[src/rtl/cache_fill_fsm_pkg.sv]
// Shared definitions for the cache line fill controller: state encoding,
// default geometry and word/line offset widths.
package cache_fill_fsm_pkg;

    localparam int ADDR_W_DFLT     = 16;
    localparam int LINE_WORDS_DFLT = 8;
    localparam int WORD_W          = 16;
    localparam int WORD_OFF_W      = 1;   // byte offset inside a 16-bit word

    typedef enum logic {
        ST_IDLE = 1'b0,
        ST_FILL = 1'b1
    } fill_state_e;

    // Byte-offset width of a whole line: word index bits plus byte-in-word bit.
    function automatic int line_off_w(input int line_words);
        return $clog2(line_words) + WORD_OFF_W;
    endfunction

endpackage

[src/rtl/cache_fill_fsm_fill_counter.sv]
// Enable/clear up-counter that saturates at MAX; clear has priority over enable.
module fill_counter #(
    parameter int W   = 3,
    parameter int MAX = 7
) (
    input  logic         clk,
    input  logic         rst_n,
    input  logic         clr,
    input  logic         en,
    output logic [W-1:0] cnt
);

    logic [W-1:0] cnt_q, cnt_d;

    always_comb begin
        cnt_d = cnt_q;
        if (clr) begin
            cnt_d = '0;
        end else if (en && (cnt_q != W'(MAX))) begin
            cnt_d = cnt_q + 1'b1;
        end
    end

    always_ff @(posedge clk or negedge rst_n) begin
        if (!rst_n) begin
            cnt_q <= '0;
        end else begin
            cnt_q <= cnt_d;
        end
    end

    assign cnt = cnt_q;

endmodule

[src/rtl/cache_fill_fsm.sv]
// Cache miss line-fill controller: issues one read per word of the line and
// writes returned words (arriving in order, any latency) into the data array.
module cache_fill_fsm
    import cache_fill_fsm_pkg::*;
#(
    parameter int ADDR_W     = ADDR_W_DFLT,
    parameter int LINE_WORDS = LINE_WORDS_DFLT,
    localparam int IDX_W     = $clog2(LINE_WORDS)
) (
    input  logic              clk,
    input  logic              rst_n,
    input  logic              miss_detected,
    input  logic [ADDR_W-1:0] miss_address,
    input  logic              memory_data_valid,
    input  logic [WORD_W-1:0] memory_data,
    output logic              fsm_busy,
    output logic              memory_en,
    output logic [ADDR_W-1:0] memory_address,
    output logic              write_data_array,
    output logic [IDX_W-1:0]  word_sel,
    output logic              write_tag_array,
    output logic [WORD_W-1:0] fill_data
);

    localparam int OFF_W  = line_off_w(LINE_WORDS);
    localparam int BASE_W = ADDR_W - OFF_W;
    // One extra bit lets the request counter park at LINE_WORDS, marking
    // "all requests issued" without wrapping back to word 0.
    localparam int REQ_W  = IDX_W + 1;

    fill_state_e       state_q, state_d;
    logic [BASE_W-1:0] base_q, base_d;
    logic [REQ_W-1:0]  req_cnt;
    logic [IDX_W-1:0]  rcv_cnt;
    logic              cnt_clr;
    logic              req_en;
    logic              busy;
    logic              unused_low_addr;

    assign unused_low_addr = ^miss_address[OFF_W-1:0];

    fill_counter #(.W(REQ_W), .MAX(LINE_WORDS)) u_req_cnt (
        .clk   (clk),
        .rst_n (rst_n),
        .clr   (cnt_clr),
        .en    (req_en),
        .cnt   (req_cnt)
    );

    fill_counter #(.W(IDX_W), .MAX(LINE_WORDS - 1)) u_rcv_cnt (
        .clk   (clk),
        .rst_n (rst_n),
        .clr   (cnt_clr),
        .en    (write_data_array),
        .cnt   (rcv_cnt)
    );

    always_comb begin
        state_d          = state_q;
        base_d           = base_q;
        busy             = 1'b0;
        memory_en        = 1'b0;
        memory_address   = '0;
        write_data_array = 1'b0;
        word_sel         = '0;
        write_tag_array  = 1'b0;
        req_en           = 1'b0;
        cnt_clr          = 1'b0;

        unique case (state_q)
            ST_IDLE: begin
                // Counters sit at zero so every fill starts from word 0.
                cnt_clr = 1'b1;
                if (miss_detected) begin
                    busy    = 1'b1;
                    state_d = ST_FILL;
                    base_d  = miss_address[ADDR_W-1:OFF_W];
                end
            end
            ST_FILL: begin
                busy = 1'b1;
                if (req_cnt != REQ_W'(LINE_WORDS)) begin
                    memory_en      = 1'b1;
                    memory_address = {base_q, req_cnt[IDX_W-1:0], 1'b0};
                    req_en         = 1'b1;
                end
                if (memory_data_valid) begin
                    write_data_array = 1'b1;
                    word_sel         = rcv_cnt;
                    if (rcv_cnt == IDX_W'(LINE_WORDS - 1)) begin
                        write_tag_array = 1'b1;
                        cnt_clr         = 1'b1;
                        state_d         = ST_IDLE;
                    end
                end
            end
            default: state_d = ST_IDLE;
        endcase
    end

    always_ff @(posedge clk or negedge rst_n) begin
        if (!rst_n) begin
            state_q <= ST_IDLE;
            base_q  <= '0;
        end else begin
            state_q <= state_d;
            base_q  <= base_d;
        end
    end

    // Busy is combinational from miss_detected in IDLE, so hold it low in reset.
    assign fsm_busy  = busy & rst_n;
    assign fill_data = memory_data;

endmodule

[config.mk]
export PLATFORM = sky130hd
export DESIGN_NAME = cache_fill_fsm
export DESIGN_NICKNAME = d
export VERILOG_FILES = /design/src/rtl/cache_fill_fsm_pkg.sv /design/src/rtl/cache_fill_fsm_fill_counter.sv /design/src/rtl/cache_fill_fsm.sv
export SDC_FILE = /design/constraint.sdc
export NUM_CORES = 1
export LEC_CHECK = 0
export ABC_AREA = 0
export CAP_MARGIN = 20
export CORE_UTILIZATION = 33
export CTS_CLUSTER_DIAMETER = 40
export DETAILED_ROUTE_END_ITERATION = 16
export PLACE_DENSITY_LB_ADDON = 0.12
export SLEW_MARGIN = 10
export SYNTH_ARGS = -nofsm -noshare
export SYNTH_HDL_FRONTEND = slang
export SYNTH_SLANG_ARGS = --single-unit
[constraint.sdc]
create_clock -name clk -period 1.5 [get_ports clk]
set_clock_uncertainty 0.2 [all_clocks]
set_input_delay 0.3 -clock clk [delete_from_list [all_inputs] [get_ports clk]]
set_output_delay 0.3 -clock clk [all_outputs]
set_load 0.02 [all_outputs]
; ---- Word-level counts from Yosys, hierarchy flattened
; Index checks and enable logic that the tools add are counted.
[op_classes]
mux = 21
bitwise_logic = 2
addsub = 2
n_reduce_logical = 5
eq_ne = 3
[op_table]
columns = op, count
row1 = 16-bit 2-to-1 mux, 2
row2 = 3-bit 2-to-1 mux, 4
row3 = 1-bit 2-to-1 mux, 10
row4 = 4-bit 2-to-1 mux, 2
row5 = 1-bit one-hot mux with 2 select lines, 3
row6 = 4-bit by 1-bit adder with 4-bit output (second input constant), 1
row7 = 4-bit inequality test (second input constant), 1
row8 = 2-bit nonzero test, 2
row9 = 3-bit by 1-bit adder with 3-bit output (second input constant), 1
row10 = 3-bit equality test (second input constant), 1
row11 = 3-bit inequality test (second input constant), 1
row12 = 1-bit logical AND, 2
row13 = 2-bit AND reduction, 1
row14 = 1-bit bitwise AND, 1
row15 = 1-bit inverter, 1
[word_totals]
regBits = 20
word_cells = 37
input_bits = 36

; ---- Depth between registers and ports, before layout
; Gate-level depths: netlist of run 1.
[depth]
ltp_word = 6
depth_mapped = 5
ltp_nobuf = 5

; ---- Cells and area by module
; Synthesis of run 1 repeated with hierarchy kept, for this count alone.
[unflattened]
hier_cells = 113
hier_area_um2 = 1256.2
[modules_own_cells]
columns = mod, seq_area_each_um2, instances, cells_each, area_each_um2
row1 = cache_fill_fsm, 325.3, 1, 75, 843.3
row2 = fill_counter (u_req_cnt), 100.1, 1, 23, 229.0
row3 = fill_counter (u_rcv_cnt), 75.1, 1, 15, 183.9

; ---- Least setup slack after synthesis of run 1
; No wires, ideal clock.
[synth_timing]
kind = register -> output
startpoint = reg u_req_cnt.cnt_q[0], in the netlist u_req_cnt.cnt[0]
endpoint = out memory_address[10]
slack_ns = -0.291
path_stages_with_launch = 6
path_buffers = 1
t_arrival_ns = 1.291
path_cell_list = dfrtp_1 -> inv_1 -> ha_1 -> nand3b_2 -> clkbuf_1 -> and3_1
[synth_between]
elab_chain_len = 3
[synth_lines]
columns = item, line
row1 = start: declaration, cache_fill_fsm_fill_counter.sv:13  ; logic [W-1:0] cnt_q, cnt_d;
row2 = start signal: assignment, cache_fill_fsm_fill_counter.sv:28  ; cnt_q <= cnt_d;
row3 = 4-bit inequality test, cache_fill_fsm.sv:82  ; if (req_cnt != REQ_W'(LINE_WORDS)) begin
row4 = 16-bit 2-to-1 mux, cache_fill_fsm.sv:82
row5 = 16-bit 2-to-1 mux, cache_fill_fsm.sv:70  ; unique case (state_q)
row6 = end: declaration, cache_fill_fsm.sv:18  ; output logic [ADDR_W-1:0] memory_address,
; No other way between the ends.

; ---- Worst setup path in the final report of run 1
[layout_timing]
startpoint = reg u_req_cnt.cnt_q[1], in the netlist u_req_cnt.cnt[1]
endpoint = out memory_address[1]
; Same word-level chain as after synthesis.

==> run metrics, run 1 <==
run status finished with violations; violated checks negative setup slack; Slew Viols, Final 0; # clock sinks 20; Core Area 3390 µm²; synthesized area 1182 µm²; FILL cells 261; final wirelength 3013 µm; Synth cell types 25; Tot GR Track Use 16.35%; HPWL reported at the end of detailed placement 1846 µm; DR vias 940; share of cells above drive strength 1 62.03%; flops & latches, synth 20; Psw 1.445 mW; Rows 21; H-tree Lvls 1; Syn Area/Cell 10.85 µm²; crit path capture type primary output; final-report setup violation count 34; HP Class primary input to async pin; Peak VDD IR 0.0008760 V; DR WL/cell 14.77 µm; die footprint 3827 µm²; sequential cell area 500.5 µm²; Cell Pwr Density 2096 nW/µm²; Final Hold Viols 0; Vert. Die Dim 61.86 µm; Ports 75; number of port buffers 37; TNS Setup -10.93 ns; initial antenna violation count 0; Clk pwr share 10.9%; Post-Layout Cell Count 204; Num CTS Buffers 3; Leak 0.9661 nW; Syn Nets 149; placed inst area 1670 µm²; final instance area 1997 µm²; first-pass GRT wire length 4402 µm; Hold WS 0.1613 ns; Synth-to-Final Area Change 68.89%; Tmin final 1.934 ns; starting DRC count in detailed routing 23; Tot Pwr 4.185 mW; post-route ant nets 0; Worst Path Max Fanout 8; fin crit share 128.9%; post-placement cell count 187; buffer depth of the longest clock path 2; Syn. warnings 0; Worst-path clk slew 0.13 ns; Starting Density 34.88%; clk_lat worst skew 0.31 ns; Register-to-Register Path Depth 6; fraction of the yosys area taken by sequential cells 42.33%; R2R setup slack -0.22 ns; WP data required 1.00 ns; final net count 199; largest net degree at the start of global routing 21; Worst Slack Setup Final -0.4342 ns; gpl congestion 0.7204; first drt pass iteration count 2; FMAX 517.0 MHz; Max-Cap Viols 0; vias in the first global route 910; Power Internal 2.740 mW; footprint of the multi-input gates 698.2 µm²; DRC viols 0; post-synthesis cell count 109; Worst setup SP type register; RSZ-0062 raised after global routing true; grt ovf 0; Root Buffer clkbuf_4; Arr. time, crit path 1.43 ns; via/cell ratio 4.608; Post-Place Worst Slack -0.6800 ns; Die X 61.86 µm; ANT cells 0; switching share of power 34.53%; sequential share of power 23.3%; Comb power frac 65.8%; TritonCTS clock tree built; final core occ 58.91%; Hold Buf Count CTS 0; Setup CP Type register to primary output
[final cells by class]
type	count	share of cell area, %
multi-input combinational	65	34.96
sequential	20	25.06
inverter	3	0.5639
tap	46	2.882
clock buffer	3	1.128
clock inverter	1	1.504
timing repair buffer	66	33.90
[per-layer routing]
layer / vias up / routed length, µm / track usage, %
met3: 8 / 167 / 3.313
met5: - / 0 / 0
met4: 0 / 71 / 7.937
met2: 33 / 1496 / 26.42
li1: 449 / - / -
met1: 450 / 1277 / 20.90
[cell usage after synthesis, drive strengths merged]
master	n	area, µm²
dfrtp	20	500.5
and3	18	112.6
buf	18	138.9
mux2	12	172.7
nor2	6	22.52
and2	4	25.02
clkbuf	4	15.01
ha	4	50.05
nand2	4	15.01
inv	3	11.26
nand3b	3	26.27
nand2b	2	12.51
nor2b	2	15.02
xnor2	2	17.52
a21boi	1	7.510
a21oi	1	5.000
conb	1	3.750
mux2i	1	10.01
nand4	1	6.260
o22ai	1	6.260
xor2	1	8.760
[power by group through the flow]
stage | clock network [mW] | registers, mW | logic, mW
finish | 0.455 | 0.977 | 2.75
global route | 0.494 | 1.01 | 2.99
CTS | 0.469 | 0.981 | 2.66
detailed placement | 0 | 0.951 | 2.26
global placement | 0 | 0.936 | 2.24
floorplan | 0 | 0.955 | 1.41
[path summary, 6_finish.rpt]
check,from,to
hold reg to reg,base_q[7]$_DFFE_PN0P_,base_q[7]$_DFFE_PN0P_
min in group clk,base_q[7]$_DFFE_PN0P_,base_q[7]$_DFFE_PN0P_
setup reg to reg,state_q$_DFF_PN0_,base_q[0]$_DFFE_PN0P_
hold / removal,rst_n,u_req_cnt.cnt[2]$_DFFE_PN0P_
setup / recovery,u_req_cnt.cnt[1]$_DFFE_PN0P_,memory_address[1]
max in group asynchronous,rst_n,base_q[10]$_DFFE_PN0P_
[worst max-delay path, stage by stage (launching register included)]
cell,delay [ns]
dfrtp_1,0.41
inv_2,0.07
ha_4,0.17
nand3b_4,0.14
and3_1,0.17
buf_2,0.15
[cell families after synthesis]
kind of cell	Yosys count	synth area share (%)
flops	20	42.33
mux	13	15.45
compound gates	3	1.587
xor+xnor	3	2.223
other cells	1	0.3172
buf+inv	25	13.97
simple gates	40	19.89
fa+ha+maj	4	4.233
[cell usage in the layout (no fill, tap or decap), types with 2 or more instances in the layout]
master	Yosys	final
nand3b_4	0	2
and3_4	0	16
nand3b_1	2	2
nand2_4	0	2
nor2_1	6	4
mux2_4	10	12
nand2b_1	2	2
buf_2	0	2
buf_6	1	32
xnor2_1	2	2
buf_4	17	15
clkdlybuf4s50_1	0	14
and2_4	0	3
clkbuf_4	0	3
inv_2	0	2
dfrtp_1	20	20
nand2_1	4	2
ha_4	0	2
and3_1	18	2
[sequential cells by signal, indices dropped and copies added (netlist names)]
register	count
u_rcv_cnt.cnt	3
state_q	1
u_req_cnt.cnt	4
base_q	12
[repair_timing]
item / in CTS / in global routing
endpoints found under the hold margin: 0 / 0
setup buffers: 10 / 7
setup endpoints to repair: 40 / 40
gates resized for setup: 152 / 17
gates cloned: 2 / 0
pin swaps: 18 / 18
No activity file was read; power rests on OpenSTA's default activity.
==> run 2: changes to the inputs <==
Settings changed: CAP_MARGIN 20 to 25.
==> results of run 2 <==
Final layout, timing and power as in run 1 (identical DEF).
==> run 3: changes to the inputs <==
Settings changed: ABC_AREA 0 to 1, CORE_UTILIZATION 33 to 34.
==> run 3 against run 2 <==
Net effect:
- critical path depth increased by 2
- routed wire length increased by 5.2%
- worst hold slack improved by 0.094 ns
- non-clock buffer count increased by 14
- the flow still finishes with violations (negative setup slack)
- count of clock-buffer cells in the layout unchanged
- maximum frequency increased by 2.1%
- critical path type unchanged
==> run metrics, run 3 <==
post-route ant nets 0; final net count 248; Synth cell types 24; commonest cells after routing, fill and taps aside buf_4 (35), buf_6 (27), dfrtp_1 (20); Synth-to-Final Area Change 69.93%; Rows 21; Psw 1.845 mW; number of port buffers 37; starting DRC count in detailed routing 20; Syn Nets 184; Die X 63.00 µm; Num CTS Buffers 3; Power Internal 2.672 mW; # clock sinks 20; top post-synthesis cells by area dfrtp_1 (40%), buf_4 (10%), a21oi_2 (8.3%); final-report setup violation count 22; max reg flops 12; Leak 1.007 nW; FILL cells 303; final wirelength 3171 µm; ANT cells 0; Worst setup SP type register; Final Hold Viols 0; Synth top area share 39.56%; share of cells above drive strength 1 61.17%; Syn. warnings 0; initial antenna violation count 0; vias in the first global route 1090; HPWL reported at the end of detailed placement 2089 µm; critical path's largest stage delay 0.37 ns; Ports 75; FFs w/ async S/R, synth 100.0%; DRC viols 0; post-placement cell count 238; first-pass GRT wire length 4664 µm; violated checks negative setup slack; Arr. time, crit path 1.39 ns; RSZ-0062 raised after global routing true; most common cell after layout, fill and taps aside buf_4; Cell Pwr Density 2102 nW/µm²; clk_lat worst skew 0.26 ns; FF-to-FF Start u_rcv_cnt.cnt[0]$_DFFE_PN0P_; FMAX 528.0 MHz; TritonCTS clock tree built; first drt pass iteration count 2; Peak VDD IR 0.0008114 V; Biggest register base_q; Worst Path Max Fanout 5; via/cell ratio 4.389; sequential cell area 500.5 µm²; die footprint 3968 µm²; Post-synth EDFFs 0; run status finished with violations; Max-Cap Viols 0; WP data required 1.00 ns; largest net degree at the start of global routing 26; Post-Layout Cell Count 252; largest area contributor in the netlist dfrtp_1; Hold Buf Count CTS 0; fin crit share 126.3%; crit path capture type primary output; Syn Area/Cell 8.784 µm²; final core occ 62.45%; TNS Setup -6.578 ns; Tmin final 1.894 ns; crit path cell chain inv_2 > ha_4 > nand3_4 > nand2_8 > buf_12 > nor2_2 > buf_6; Slowest-stage cell, CP dfrtp_1; post-synthesis cell count 144; H-tree Lvls 1; gpl congestion 0.7895; Tot GR Track Use 14.85%; Starting Density 36.75%; Root Buffer clkbuf_8; Slew Viols, Final 0; Clk pwr share 7.9%; DR vias 1106; buffer depth of the longest clock path 2; Setup CP Type register to primary output; Vert. Die Dim 63.00 µm; HP Class primary input to async pin; footprint of the multi-input gates 669.4 µm²; Worst Slack Setup Final -0.3940 ns; sequential share of power 19.8%; primary flip-flop cell chosen by synthesis mapping dfrtp_1; flops & latches, synth 20; Core Area 3442 µm²; top cells by count, synth dfrtp_1 (20), inv_1 (20), buf_4 (17); switching share of power 40.85%; CP Launch Point u_req_cnt.cnt[0]$_DFFE_PN0P_; DR WL/cell 12.58 µm; Worst-path clk slew 0.07 ns; Comb power frac 72.3%; fraction of the yosys area taken by sequential cells 39.56%; synthesized area 1265 µm²; grt ovf 0
## run 3: cell families (layout without fill, tap and decap cells)
| kind of cell | count (synthesis) | count (layout) | share of synthesized area [%] |
|---|---|---|---|
| AND/OR/NAND/NOR | 58 | 58 | 24.33 |
| buffers and inverters | 44 | 106 | 21.17 |
| flip-flops | 20 | 20 | 39.56 |
| AO/OA/AOI/OAI | 17 | 17 | 10.68 |
| adder cells (fa/ha/maj) | 4 | 4 | 3.957 |
| other | 1 | 1 | 0.2965 |
## run 3: power groups by stage
stage | registers [mW] | clock network (mW) | logic (mW)
2_1_floorplan | 0.897 | 0 | 1.56
3_3_place_gp | 0.890 | 0 | 2.71
3_5_place_dp | 0.899 | 0 | 2.77
4_1_cts | 0.894 | 0.367 | 2.99
5_1_grt | 0.915 | 0.394 | 3.51
6_report | 0.894 | 0.355 | 3.27
## run 3: metal layers
metal  up-vias  routed length, µm  track usage (%)
li1        543                  -                -
met1       511               1145            15.95
met2        32               1732            26.75
met3        20                200            4.015
met4         0                 93            6.686
met5         -                  0                0
## run 3: final cells by class
| type | count | share of cell area [%] |
|---|---|---|
| Clock buffer | 3 | 1.921 |
| Tap cell | 46 | 2.678 |
| Timing Repair Buffer | 80 | 36.32 |
| Inverter | 23 | 4.657 |
| Multi-Input combinational cell | 80 | 31.14 |
| Sequential cell | 20 | 23.28 |
## run 3: path summary, 6_finish.rpt
kind                                           endpoint  slack (ns)  cells after the start
max                                  memory_address[15]       -0.39                      7
min                                   state_q$_DFF_PN0_        0.25                      2
max reg2reg                u_rcv_cnt.cnt[1]$_DFFE_PN0P_        0.02                      8
min reg2reg                u_req_cnt.cnt[2]$_DFFE_PN0P_        0.39                      2
max in group asynchronous         base_q[8]$_DFFE_PN0P_        0.63                      2
min in group clk           u_req_cnt.cnt[2]$_DFFE_PN0P_        0.39                      2
## run 3: repair_timing
action,in CTS,in global routing
endpoints found under the hold margin,0,0
pin swaps,5,14
resized for setup,145,26
endpoints found under the setup margin,25,27
gates cloned,0,1
setup buffers,5,7
## run 3: worst max-delay path, delay by kind of cell, from the launching register on
| family | cells | cell delay (ns) |
|---|---|---|
| flip-flops | 1 | 0.37 |
| AND/OR/NAND/NOR | 3 | 0.27 |
| buffers and inverters | 3 | 0.33 |
| adder cells (fa/ha/maj) | 1 | 0.16 |
## run 3: stage by stage
step	instance area [µm²]	setup slack (ns)	power, mW	hold WS [ns]
final	2150	-0.3940	4.517	0.2549
after floorplan	1343	-0.1296	2.456	-0.1956
after global routing	2150	-0.4556	4.821	0.2711
after detailed placement	1851	-0.6784	3.668	0.3653
after global placement	1851	-0.6414	3.603	0.3433
after CTS	1992	-0.4001	4.253	0.2605
